[config.mk]
export PLATFORM = sky130hd
export DESIGN_NAME = bsg_dfi_fifo_bridge
export DESIGN_NICKNAME = d
export VERILOG_FILES = /design/src/rtl/bsg_dfi_fifo_bridge_pkg.sv /design/src/rtl/bsg_dfi_fifo_bridge_buf.sv /design/src/rtl/bsg_dfi_fifo_bridge.sv
export SDC_FILE = /design/constraint.sdc
export NUM_CORES = 1
export LEC_CHECK = 0
export ABC_AREA = 0
export CAP_MARGIN = 20
export CORE_ASPECT_RATIO = 1.1
export CORE_MARGIN = 2
export CORE_UTILIZATION = 37
export DETAILED_ROUTE_END_ITERATION = 8
export PLACE_DENSITY = 0.6
export REMOVE_ABC_BUFFERS = 1
export SYNTH_ARGS = -nofsm -noshare
export SYNTH_HDL_FRONTEND = slang
export SYNTH_HIERARCHICAL = 1
export SYNTH_SLANG_ARGS = --single-unit
[constraint.sdc]
create_clock -name clk_i -period 24.3 [get_ports clk_i]
set_clock_uncertainty 0.15 [all_clocks]
set_input_delay 4.86 -clock clk_i [delete_from_list [all_inputs] [get_ports clk_i]]
set_output_delay 4.86 -clock clk_i [all_outputs]
set_load 0.02 [all_outputs]
[src/rtl/bsg_dfi_fifo_bridge_pkg.sv]
// Shared types and constants for the DFI-to-FIFO bridge.
package bsg_dfi_fifo_bridge_pkg;

  localparam int unsigned cmd_width_lp = 26;

  // Bit positions inside fifo_error_o
  localparam int unsigned err_wr_lp  = 0;
  localparam int unsigned err_cmd_lp = 1;
  localparam int unsigned err_rd_lp  = 2;
  localparam int unsigned err_w_lp   = 3;

  typedef struct packed {
    logic [2:0]  bank;
    logic [15:0] address;
    logic        cke;
    logic        cs_n;
    logic        ras_n;
    logic        cas_n;
    logic        we_n;
    logic        reset_n;
    logic        odt;
  } dfi_cmd_s;

endpackage

[src/rtl/bsg_dfi_fifo_bridge_buf.sv]
// Single-clock 1r1w buffer with valid/ready output; enqueue into a full buffer is dropped.
module bsg_dfi_fifo_bridge_buf #(
  parameter int unsigned width_p = 8,
  parameter int unsigned els_p   = 4
) (
  input  logic               clk_i,
  input  logic               reset_i,
  input  logic               v_i,
  input  logic [width_p-1:0] data_i,
  output logic               full_o,
  output logic               v_o,
  output logic [width_p-1:0] data_o,
  input  logic               ready_i
);

  localparam int unsigned ptr_w_lp = (els_p > 1) ? $clog2(els_p) : 1;
  localparam int unsigned cnt_w_lp = $clog2(els_p + 1);

  logic [width_p-1:0]  mem_r [els_p];
  logic [ptr_w_lp-1:0] wr_ptr_r, rd_ptr_r;
  logic [cnt_w_lp-1:0] cnt_r, cnt_n;
  logic                v_r;
  logic                enq, deq;

  function automatic logic [ptr_w_lp-1:0] ptr_inc(input logic [ptr_w_lp-1:0] p);
    return (p == ptr_w_lp'(els_p - 1)) ? '0 : p + ptr_w_lp'(1);
  endfunction

  assign full_o = (cnt_r == cnt_w_lp'(els_p));
  assign enq    = v_i & ~full_o;
  assign deq    = v_r & ready_i;
  assign v_o    = v_r;
  assign data_o = mem_r[rd_ptr_r];

  always_comb begin
    cnt_n = cnt_r;
    case ({enq, deq})
      2'b10:   cnt_n = cnt_r + cnt_w_lp'(1);
      2'b01:   cnt_n = cnt_r - cnt_w_lp'(1);
      default: cnt_n = cnt_r;
    endcase
  end

  always_ff @(posedge clk_i) begin
    if (reset_i) begin
      wr_ptr_r <= '0;
      rd_ptr_r <= '0;
      cnt_r    <= '0;
      v_r      <= 1'b0;
    end else begin
      if (enq) wr_ptr_r <= ptr_inc(wr_ptr_r);
      if (deq) rd_ptr_r <= ptr_inc(rd_ptr_r);
      cnt_r <= cnt_n;
      v_r   <= (cnt_n != '0);
    end
  end

  // Storage needs no reset; validity is tracked by cnt_r.
  always_ff @(posedge clk_i) begin
    if (enq) mem_r[wr_ptr_r] <= data_i;
  end

endmodule

[src/rtl/bsg_dfi_fifo_bridge.sv]
// Single-clock DFI <-> FIFO bridge: write-beat packing, command queueing, read unpacking.
// Optional BSG_DFI_FIFO_BRIDGE_STATS_EN adds 32-bit traffic counters.
module bsg_dfi_fifo_bridge
  import bsg_dfi_fifo_bridge_pkg::*;
#(
  parameter int unsigned dq_data_width_p  = 32,
  parameter int unsigned beats_per_word_p = 2,
  parameter int unsigned wr_els_p         = 8,
  parameter int unsigned cmd_els_p        = 4,
  parameter int unsigned rd_latency_p     = 2,
  localparam int unsigned dq_group_lp     = dq_data_width_p / 8,
  localparam int unsigned beat_w_lp       = 2 * dq_data_width_p + 2 * dq_group_lp,
  localparam int unsigned rd_beat_w_lp    = 2 * dq_data_width_p
) (
  input  logic                                     clk_i,
  input  logic                                     reset_i,
  input  logic [2:0]                               dfi_bank_i,
  input  logic [15:0]                              dfi_address_i,
  input  logic                                     dfi_cke_i,
  input  logic                                     dfi_cs_n_i,
  input  logic                                     dfi_ras_n_i,
  input  logic                                     dfi_cas_n_i,
  input  logic                                     dfi_we_n_i,
  input  logic                                     dfi_reset_n_i,
  input  logic                                     dfi_odt_i,
  input  logic                                     dfi_wrdata_en_i,
  input  logic [2*dq_data_width_p-1:0]             dfi_wrdata_i,
  input  logic [2*dq_group_lp-1:0]                 dfi_wrdata_mask_i,
  input  logic                                     dfi_rddata_en_i,
  output logic [rd_beat_w_lp-1:0]                  dfi_rddata_o,
  output logic                                     dfi_rddata_valid_o,
  output logic                                     fifo_wr_v_o,
  input  logic                                     fifo_wr_ready_i,
  output logic [beats_per_word_p*beat_w_lp-1:0]    fifo_wr_data_o,
  output logic                                     fifo_cmd_v_o,
  input  logic                                     fifo_cmd_ready_i,
  output logic [cmd_width_lp-1:0]                  fifo_cmd_data_o,
  input  logic                                     fifo_rd_v_i,
  input  logic [beats_per_word_p*rd_beat_w_lp-1:0] fifo_rd_data_i,
  output logic                                     fifo_rd_yumi_o,
  input  logic                                     error_clear_i,
`ifdef BSG_DFI_FIFO_BRIDGE_STATS_EN
  output logic [31:0]                              stat_wr_words_o,
  output logic [31:0]                              stat_cmds_o,
  output logic [31:0]                              stat_rd_words_o,
`endif
  output logic [err_w_lp-1:0]                      fifo_error_o
);

  localparam int unsigned bcnt_w_lp = (beats_per_word_p > 1) ? $clog2(beats_per_word_p) : 1;
  localparam logic [bcnt_w_lp-1:0] last_beat_lp = bcnt_w_lp'(beats_per_word_p - 1);

  // ---------------- write path ----------------
  logic [beats_per_word_p-1:0][beat_w_lp-1:0] wr_slots_r, wr_word;
  logic [bcnt_w_lp-1:0] wr_beat_cnt_r;
  logic [beat_w_lp-1:0] wr_beat;
  logic                 wr_last, wr_enq, wr_full, wr_ovf;

  assign wr_beat = {dfi_wrdata_i, dfi_wrdata_mask_i};
  assign wr_last = (wr_beat_cnt_r == last_beat_lp);
  assign wr_enq  = dfi_wrdata_en_i & wr_last;
  assign wr_ovf  = wr_enq & wr_full;

  // Final beat bypasses its slot so the word enqueues on the same edge.
  always_comb begin
    wr_word = wr_slots_r;
    wr_word[beats_per_word_p-1] = wr_beat;
  end

  always_ff @(posedge clk_i) begin
    if (reset_i) begin
      wr_beat_cnt_r <= '0;
      wr_slots_r    <= '0;
    end else if (dfi_wrdata_en_i) begin
      wr_slots_r[wr_beat_cnt_r] <= wr_beat;
      wr_beat_cnt_r <= wr_last ? '0 : wr_beat_cnt_r + bcnt_w_lp'(1);
    end
  end

  bsg_dfi_fifo_bridge_buf #(
    .width_p(beats_per_word_p * beat_w_lp),
    .els_p  (wr_els_p)
  ) wr_buf (
    .clk_i  (clk_i),
    .reset_i(reset_i),
    .v_i    (wr_enq),
    .data_i (wr_word),
    .full_o (wr_full),
    .v_o    (fifo_wr_v_o),
    .data_o (fifo_wr_data_o),
    .ready_i(fifo_wr_ready_i)
  );

  // ---------------- command path ----------------
  dfi_cmd_s cmd;
  logic     cmd_enq, cmd_full, cmd_ovf;

  always_comb begin
    cmd.bank    = dfi_bank_i;
    cmd.address = dfi_address_i;
    cmd.cke     = dfi_cke_i;
    cmd.cs_n    = dfi_cs_n_i;
    cmd.ras_n   = dfi_ras_n_i;
    cmd.cas_n   = dfi_cas_n_i;
    cmd.we_n    = dfi_we_n_i;
    cmd.reset_n = dfi_reset_n_i;
    cmd.odt     = dfi_odt_i;
  end

  assign cmd_enq = ~dfi_cs_n_i;
  assign cmd_ovf = cmd_enq & cmd_full;

  bsg_dfi_fifo_bridge_buf #(
    .width_p(cmd_width_lp),
    .els_p  (cmd_els_p)
  ) cmd_buf (
    .clk_i  (clk_i),
    .reset_i(reset_i),
    .v_i    (cmd_enq),
    .data_i (cmd),
    .full_o (cmd_full),
    .v_o    (fifo_cmd_v_o),
    .data_o (fifo_cmd_data_o),
    .ready_i(fifo_cmd_ready_i)
  );

  // ---------------- read path ----------------
  logic [rd_latency_p-1:0] rd_pipe_r;
  logic [beats_per_word_p-1:0][rd_beat_w_lp-1:0] rd_word;
  logic [bcnt_w_lp-1:0] rd_beat_cnt_r;
  logic                 rd_fire, rd_last, rd_unf;

  assign rd_word            = fifo_rd_data_i;
  assign dfi_rddata_valid_o = rd_pipe_r[rd_latency_p-1];
  assign rd_fire            = dfi_rddata_valid_o & fifo_rd_v_i;
  assign rd_last            = (rd_beat_cnt_r == last_beat_lp);
  assign rd_unf             = dfi_rddata_valid_o & ~fifo_rd_v_i;
  assign fifo_rd_yumi_o     = rd_fire & rd_last;
  assign dfi_rddata_o       = rd_fire ? rd_word[rd_beat_cnt_r] : '0;

  always_ff @(posedge clk_i) begin
    if (reset_i) begin
      rd_pipe_r     <= '0;
      rd_beat_cnt_r <= '0;
    end else begin
      rd_pipe_r[0] <= dfi_rddata_en_i;
      for (int i = 1; i < int'(rd_latency_p); i++) rd_pipe_r[i] <= rd_pipe_r[i-1];
      if (rd_fire) rd_beat_cnt_r <= rd_last ? '0 : rd_beat_cnt_r + bcnt_w_lp'(1);
    end
  end

  // ---------------- sticky errors (set beats clear) ----------------
  logic [err_w_lp-1:0] err_r, err_set;

  always_comb begin
    err_set = '0;
    err_set[err_wr_lp]  = wr_ovf;
    err_set[err_cmd_lp] = cmd_ovf;
    err_set[err_rd_lp]  = rd_unf;
  end

  always_ff @(posedge clk_i) begin
    if (reset_i) err_r <= '0;
    else         err_r <= (error_clear_i ? '0 : err_r) | err_set;
  end

  assign fifo_error_o = err_r;

`ifdef BSG_DFI_FIFO_BRIDGE_STATS_EN
  logic [31:0] stat_wr_r, stat_cmd_r, stat_rd_r;

  always_ff @(posedge clk_i) begin
    if (reset_i | error_clear_i) begin
      stat_wr_r  <= '0;
      stat_cmd_r <= '0;
      stat_rd_r  <= '0;
    end else begin
      if (wr_enq & ~wr_full)   stat_wr_r  <= stat_wr_r + 32'(1);
      if (cmd_enq & ~cmd_full) stat_cmd_r <= stat_cmd_r + 32'(1);
      if (fifo_rd_yumi_o)      stat_rd_r  <= stat_rd_r + 32'(1);
    end
  end

  assign stat_wr_words_o = stat_wr_r;
  assign stat_cmds_o     = stat_cmd_r;
  assign stat_rd_words_o = stat_rd_r;
`endif

endmodule

## Word-level counts from Yosys, hierarchy flattened

Memories as Yosys holds them, arrays and structs flattened. A register that Yosys moved wholly into a read port is not among the register bits.
Index checks and enable logic that the tools add are counted.

- Add/subtract/negate cells: 10
- Multipliers: 0
- Divide/modulo/power cells: 0
- Magnitude comparators: 3
- Eq/ne operators: 10
- Shift-type cells: 0
- Multiplexer cells: 23
- Bitwise gates (word level): 15
- Reduce and logical (&&, ||, !) cells: 3

Operators by type and width:

| operator | count |
|---|---|
| 64-bit 2-to-1 mux | 3 |
| 144-bit bitwise mux | 1 |
| 72-bit demux with 1-bit select | 1 |
| 72-bit 2-to-1 mux | 1 |
| 3-bit 2-to-1 mux | 5 |
| 1-bit bitwise AND | 10 |
| 3-bit by 1-bit adder with 3-bit output (second input constant) | 3 |
| 3-bit equality test (second input constant) | 3 |
| 2-bit equality test (second input constant) | 4 |
| 2-bit 2-to-1 mux | 4 |
| 4-bit one-hot mux with 2 select lines | 1 |
| 1-bit 2-to-1 mux | 6 |
| 3-bit one-hot mux with 2 select lines | 1 |
| 2-bit by 1-bit adder with 2-bit output (second input constant) | 2 |
| 4-bit by 1-bit adder with 4-bit output (second input constant) | 1 |
| 2-bit by 1-bit equality test with 1-bit output (second input constant) | 2 |
| 4-bit equality test (second input constant) | 1 |
| 1-bit by 2-bit < comparator with 1-bit output (second input constant) | 2 |
| 1-bit NOT | 4 |
| 4-bit nonzero test | 1 |
| 4-bit by 1-bit subtractor with 4-bit output (second input constant) | 1 |
| 3-bit OR | 1 |
| 3-bit nonzero test | 1 |
| 3-bit by 1-bit subtractor with 3-bit output (second input constant) | 1 |
| other kinds (3) | 4 |

- Register bits after elaboration: 170
- Latch bits: 0
- RAM bits: 1256
- Memory bits (read-only): 0
- Output and inout port bits: 241
- Word-level logic and storage cells: 80
- Memories: 2

Memory list:

| memory | words | bits a word | read ports | clocked after memory_dff | write ports | line | RTL |
|---|---|---|---|---|---|---|---|
| wr_buf.mem_r | 8 | 144 | 1 | 1 | 1 | bsg_dfi_fifo_bridge_buf.sv:19 | `logic [width_p-1:0] mem_r [els_p];` |
| cmd_buf.mem_r | 4 | 26 | 1 | 1 | 1 | bsg_dfi_fifo_bridge_buf.sv:19 |  |

## Longest topological paths before layout

- Word-level depth: 6
- Mapped depth: 12
- Mapped depth without buffers: 10

## By module

The synthesis kept the hierarchy.

Modules (own cells, without submodules):

| module | instances | cells each | area an instance (um^2) | sequential area each (um^2) |
|---|---|---|---|---|
| bsg_dfi_fifo_bridge_buf (wr_buf) | 1 | 1747 | 43908.4 | 34873.4 |
| bsg_dfi_fifo_bridge | 1 | 500 | 4583.1 | 1581.5 |
| bsg_dfi_fifo_bridge_buf (cmd_buf) | 1 | 190 | 4256.6 | 3323.2 |

## Worst setup path after synthesis

OpenSTA, ideal clock, no wires.

- Path kind: input-to-reg
- Start point: input port dfi_wrdata_en_i
- End point: memory wr_buf/mem_r[0][0] (netlist bit), enable pin
- Setup time: 1.000 ns
- Data arrival time: 18.948 ns
- Slack: 4.203 ns
- Cell stages on the path: 5
- Cells stage by stage: buf_2 and2_1 nand2b_1 buf_2 nor4_1

- Cells in the longest elaborated chain, start to end: 4

Ends and longest elaborated chain:

| item | line | RTL |
|---|---|---|
| start, declared | bsg_dfi_fifo_bridge.sv:26 | `input logic dfi_wrdata_en_i,` |
| 1-bit bitwise AND | bsg_dfi_fifo_bridge.sv:61 | `assign wr_enq = dfi_wrdata_en_i & wr_last;` |
| via wr_enq | bsg_dfi_fifo_bridge.sv:57 | `logic wr_last, wr_enq, wr_full, wr_ovf;` |
| 1-bit bitwise AND | bsg_dfi_fifo_bridge_buf.sv:30 | `assign enq = v_i & ~full_o;` |
| 1-bit 2-to-1 mux | bsg_dfi_fifo_bridge_buf.sv:60 | `if (enq) mem_r[wr_ptr_r] <= data_i;` |
| 1-bit 2-to-1 mux (implied by the code) | bsg_dfi_fifo_bridge_buf.sv:60 |  |
| end, declared | bsg_dfi_fifo_bridge_buf.sv:19 |  |

The timed path passes the listed nets, and every way through them passes these cells.

## Worst setup path in the final report

- Start point: input port fifo_rd_v_i
- End point: output port dfi_rddata_o[9]

- Cells in the longest elaborated chain, start to end: 2

Ends and longest elaborated chain:

| item | line | RTL |
|---|---|---|
| start, declared | bsg_dfi_fifo_bridge.sv:38 | `input logic fifo_rd_v_i,` |
| 1-bit bitwise AND | bsg_dfi_fifo_bridge.sv:135 | `assign rd_fire = dfi_rddata_valid_o & fifo_rd_v_i;` |
| 64-bit 2-to-1 mux | bsg_dfi_fifo_bridge.sv:139 | `assign dfi_rddata_o = rd_fire ? rd_word[rd_beat_cnt_r] : '0;` |
| end, declared | bsg_dfi_fifo_bridge.sv:30 | `output logic [rd_beat_w_lp-1:0] dfi_rddata_o,` |

Every way passes these cells.

==> metrics.txt <==
count of buffers added by post-CTS timing repair for setup=0; critical path endpoint category=output port; met3 track demand over resource in global routing=3.307%; actual transition at the worst max-transition pin=1131 ps; cell with the biggest individual delay on the critical path=clkdlybuf4s50_1; ordered cell list for the critical path=clkdlybuf4s50_1, nand2_2, buf_12, nor2_1, clkdlybuf4s50_1; Finished Layout Cells=4975; most common cell after layout, fill and taps aside=edfxtp_1; async set-reset flop share out of synthesis=0%; Global Route Usage Sum=17.12%; worst hold path cell count=1; Final Critical Period=11540 ps; detailed-router iteration count before antenna repair=5; top library cells by usage in the layout, fill and taps aside=edfxtp_1, clkdlybuf4s50_1, mux4_2; post-synthesis instance total=2437; GR Util met1=21.56%; hold crit path type=register to register; clk sink count=1359; count of cells resized by post-cts repair=0; number of H-tree branching levels=4; Worst Path Max Fanout=64; wire length per cell after detailed routing=25.06 um; setup tns final=0 ps; leakage power=19.73 nW; kind of launch point of the worst setup path=input pin; area share of the largest cell type after synthesis=71.50%; total cell area at the placement stage=0.05939 sq mm; Max Transition Viols Final=0; layout cells sized above 1=23.58%; pin count of the biggest net entering global routing=104; number of warning messages in the yosys log=6; maximum count of clock buffers along a single path=3; crit path setup slack, layout=12760 ps; Hold Crit Endpoint=rd_pipe_r[1]$_SDFF_PP0_; number of enable flip-flop cells after synthesis=1256; drc violations=0; Vias per Instance=5.107; worst reg2reg path depth=7; Highest Clock Rate=0.08665 GHz; Setup CP Type=input pin to output port; synthesis-to-finish area growth=21.45%; horizontal die dimension=364.0 um; final-report setup violation count=0; Worst Path Required=19290 ps; Nets=3194; RSZ-0062 raised after global routing=false; core region area=0.1417 sq mm; Boundary Pins=475; share of the clock period used by the worst path=47.49%; clock network latency to the later pin of the worst-skew pair=790 ps; Reg2Reg Setup Slack=19860 ps; Num CTS Buffers=140; clock slew at the register clock pins of the worst setup and hold paths=60 ps; GR peak layer=met2; root buffer cell=clkbuf_16; Port Buf Inserts=474; Seq cells post-synth=1359; placed wire-length estimate after detailed placement=67.00 mm; Worst Min Path Start=rd_pipe_r[0]$_SDFF_PP0_; Crit path arrival time=6530 ps; met2 track demand over resource=30.02%; DRT iter0 DRCs=1953; floorplan die area=0.1456 sq mm; pre-CTS setup slack=12300 ps; max-cap violation count=0; critical register-to-register path startpoint=wr_beat_cnt_r$_SDFFE_PP0P_; final global-route overflow total=0; num rows=145; VDD IR-drop max=0.06744 mV; maximum cell stage delay along the critical path=630 ps; capture point of the worst reg-to-reg path=wr_buf/mem_r[5][14]$_DFFE_PP_; result of the run=finished clean; predominant post-synthesis flop cell=edfxtp_1; power per cell area=85.41 mW/mm^2; ranking of synthesized cells by area=edfxtp_1, mux4_2, dfxtp_1, mux2_2, nand4bb_1; fill cell total of the finished layout=11880; global-route wire length before repair=180.9 mm; average cell area after synthesis=21.64 sq um; quantity of hold-fixing buffers added after cts=0; placed insts=4714; Netlist Area Pre-Place=0.05275 sq mm; area of all placed cells without fillers=0.06406 sq mm; final wirelength=124.7 mm; CTS tree=yes; die extent in y=400.0 um; initial antenna violation count=5; final hold violations=0; number of global-route vias before repair=27320; distinct cell type count of the synthesized netlist=41; starting utilization of the core area=37.23%; library cell with the largest summed area after synthesis=edfxtp_1; portion of the post-synthesis area used by sequential elements=75.41%; worst max-slew margin expressed relative to the limit=24.57%; routed via count=25410; post-route ant nets=0; cell with the most instances on the worst path=clkdlybuf4s50_1; Final GP Congestion=0.9222
[cell type report]
type	instances	area [sq um]	area share (%)
sequential	1359	39800	62.12
multi-input combinational	922	12050	18.80
timing repair buffer	514	5144	8.029
tap	1911	2391	3.732
antenna	2	5.005	0.007813
clock inverter	61	798.3	1.246
inverter	9	33.78	0.05273
clock buffer	197	3847	6.006
[sequential cells by signal (all words and copies together), names as in the netlist, named ones only]
register          count
cmd_buf/wr_ptr_r      2
wr_slots_r           72
wr_beat_cnt_r         1
cmd_buf/rd_ptr_r      2
wr_buf/rd_ptr_r       3
rd_beat_cnt_r         1
wr_buf/wr_ptr_r       3
cmd_buf/cnt_r         3
cmd_buf/v_o           1
wr_buf/mem_r       1152
wr_buf/cnt_r          4
wr_buf/v_o            1
cmd_buf/mem_r       104
fifo_error_o          3
rd_pipe_r             2
[per-layer routing]
layer | routed length (um) | up-vias
met1 | 50980 | 13510
met5 | 34 | -
met3 | 6167 | 176
met2 | 64890 | 669
li1 | - | 11040
met4 | 2599 | 4
[Yosys cell counts (5+ instances only)]
master     number
mux2i_1        68
edfxtp_1     1256
clkbuf_1       34
nand4bb_1      72
nand2_1        11
nor2b_1         7
a21oi_1        13
nand2b_1       81
mux4_2        314
dfxtp_1       103
inv_1           7
mux2_2        145
buf_6          41
buf_2          43
nor2_1         85
nor3_1          6
o21ai_1        73
ha_1           13
buf_1          20
and3_1          5
[through the flow]
stage / utilization, % / hold slack (ps) / power [mW]
2_1_floorplan: - / 263.8 / 3.243
4_1_cts: 45.19 / 308.0 / 5.547
3_3_place_gp: 41.92 / 287.6 / 3.395
5_1_grt: 45.21 / 314.7 / 5.672
3_5_place_dp: 41.92 / 290.1 / 3.410
6_report: 45.21 / 307.2 / 5.472
[worst max path at each step]
stage                    start                           end  slack [ps]  cells past startpoint
3_3_place_gp       fifo_rd_v_i              dfi_rddata_o[31]       12410                      4
3_5_place_dp       fifo_rd_v_i               dfi_rddata_o[9]       12300                      4
4_1_cts            fifo_rd_v_i               dfi_rddata_o[9]       12290                      4
5_1_grt            fifo_rd_v_i              dfi_rddata_o[13]       12710                      5
6_report           fifo_rd_v_i               dfi_rddata_o[9]       12760                      5
2_1_floorplan  dfi_wrdata_en_i  wr_buf/mem_r[0][0]$_DFFE_PP_        4310                      3
[report_power, final]
group          internal [mW]  switching (mW)
sequential              2.61          0.0459
combinational          0.360           0.331
clock                   1.21           0.913
[critical path, delay by kind of cell]
kind          cells  cell delay, ps
buf+inv           3            1360
simple gates      2             270
[kinds of logic after synthesis]
logic type | after synthesis | synth area share [%]
xor gates and xnor gates | 8 | 0.1328
DFF | 1359 | 75.41
and+or+nand+nor | 279 | 3.539
muxes | 527 | 17.79
AOI/OAI and AO/OA | 94 | 0.9132
buffers and inverters | 156 | 1.864
adders and majority gates | 14 | 0.3463
Power figures use the tool's default switching activity.
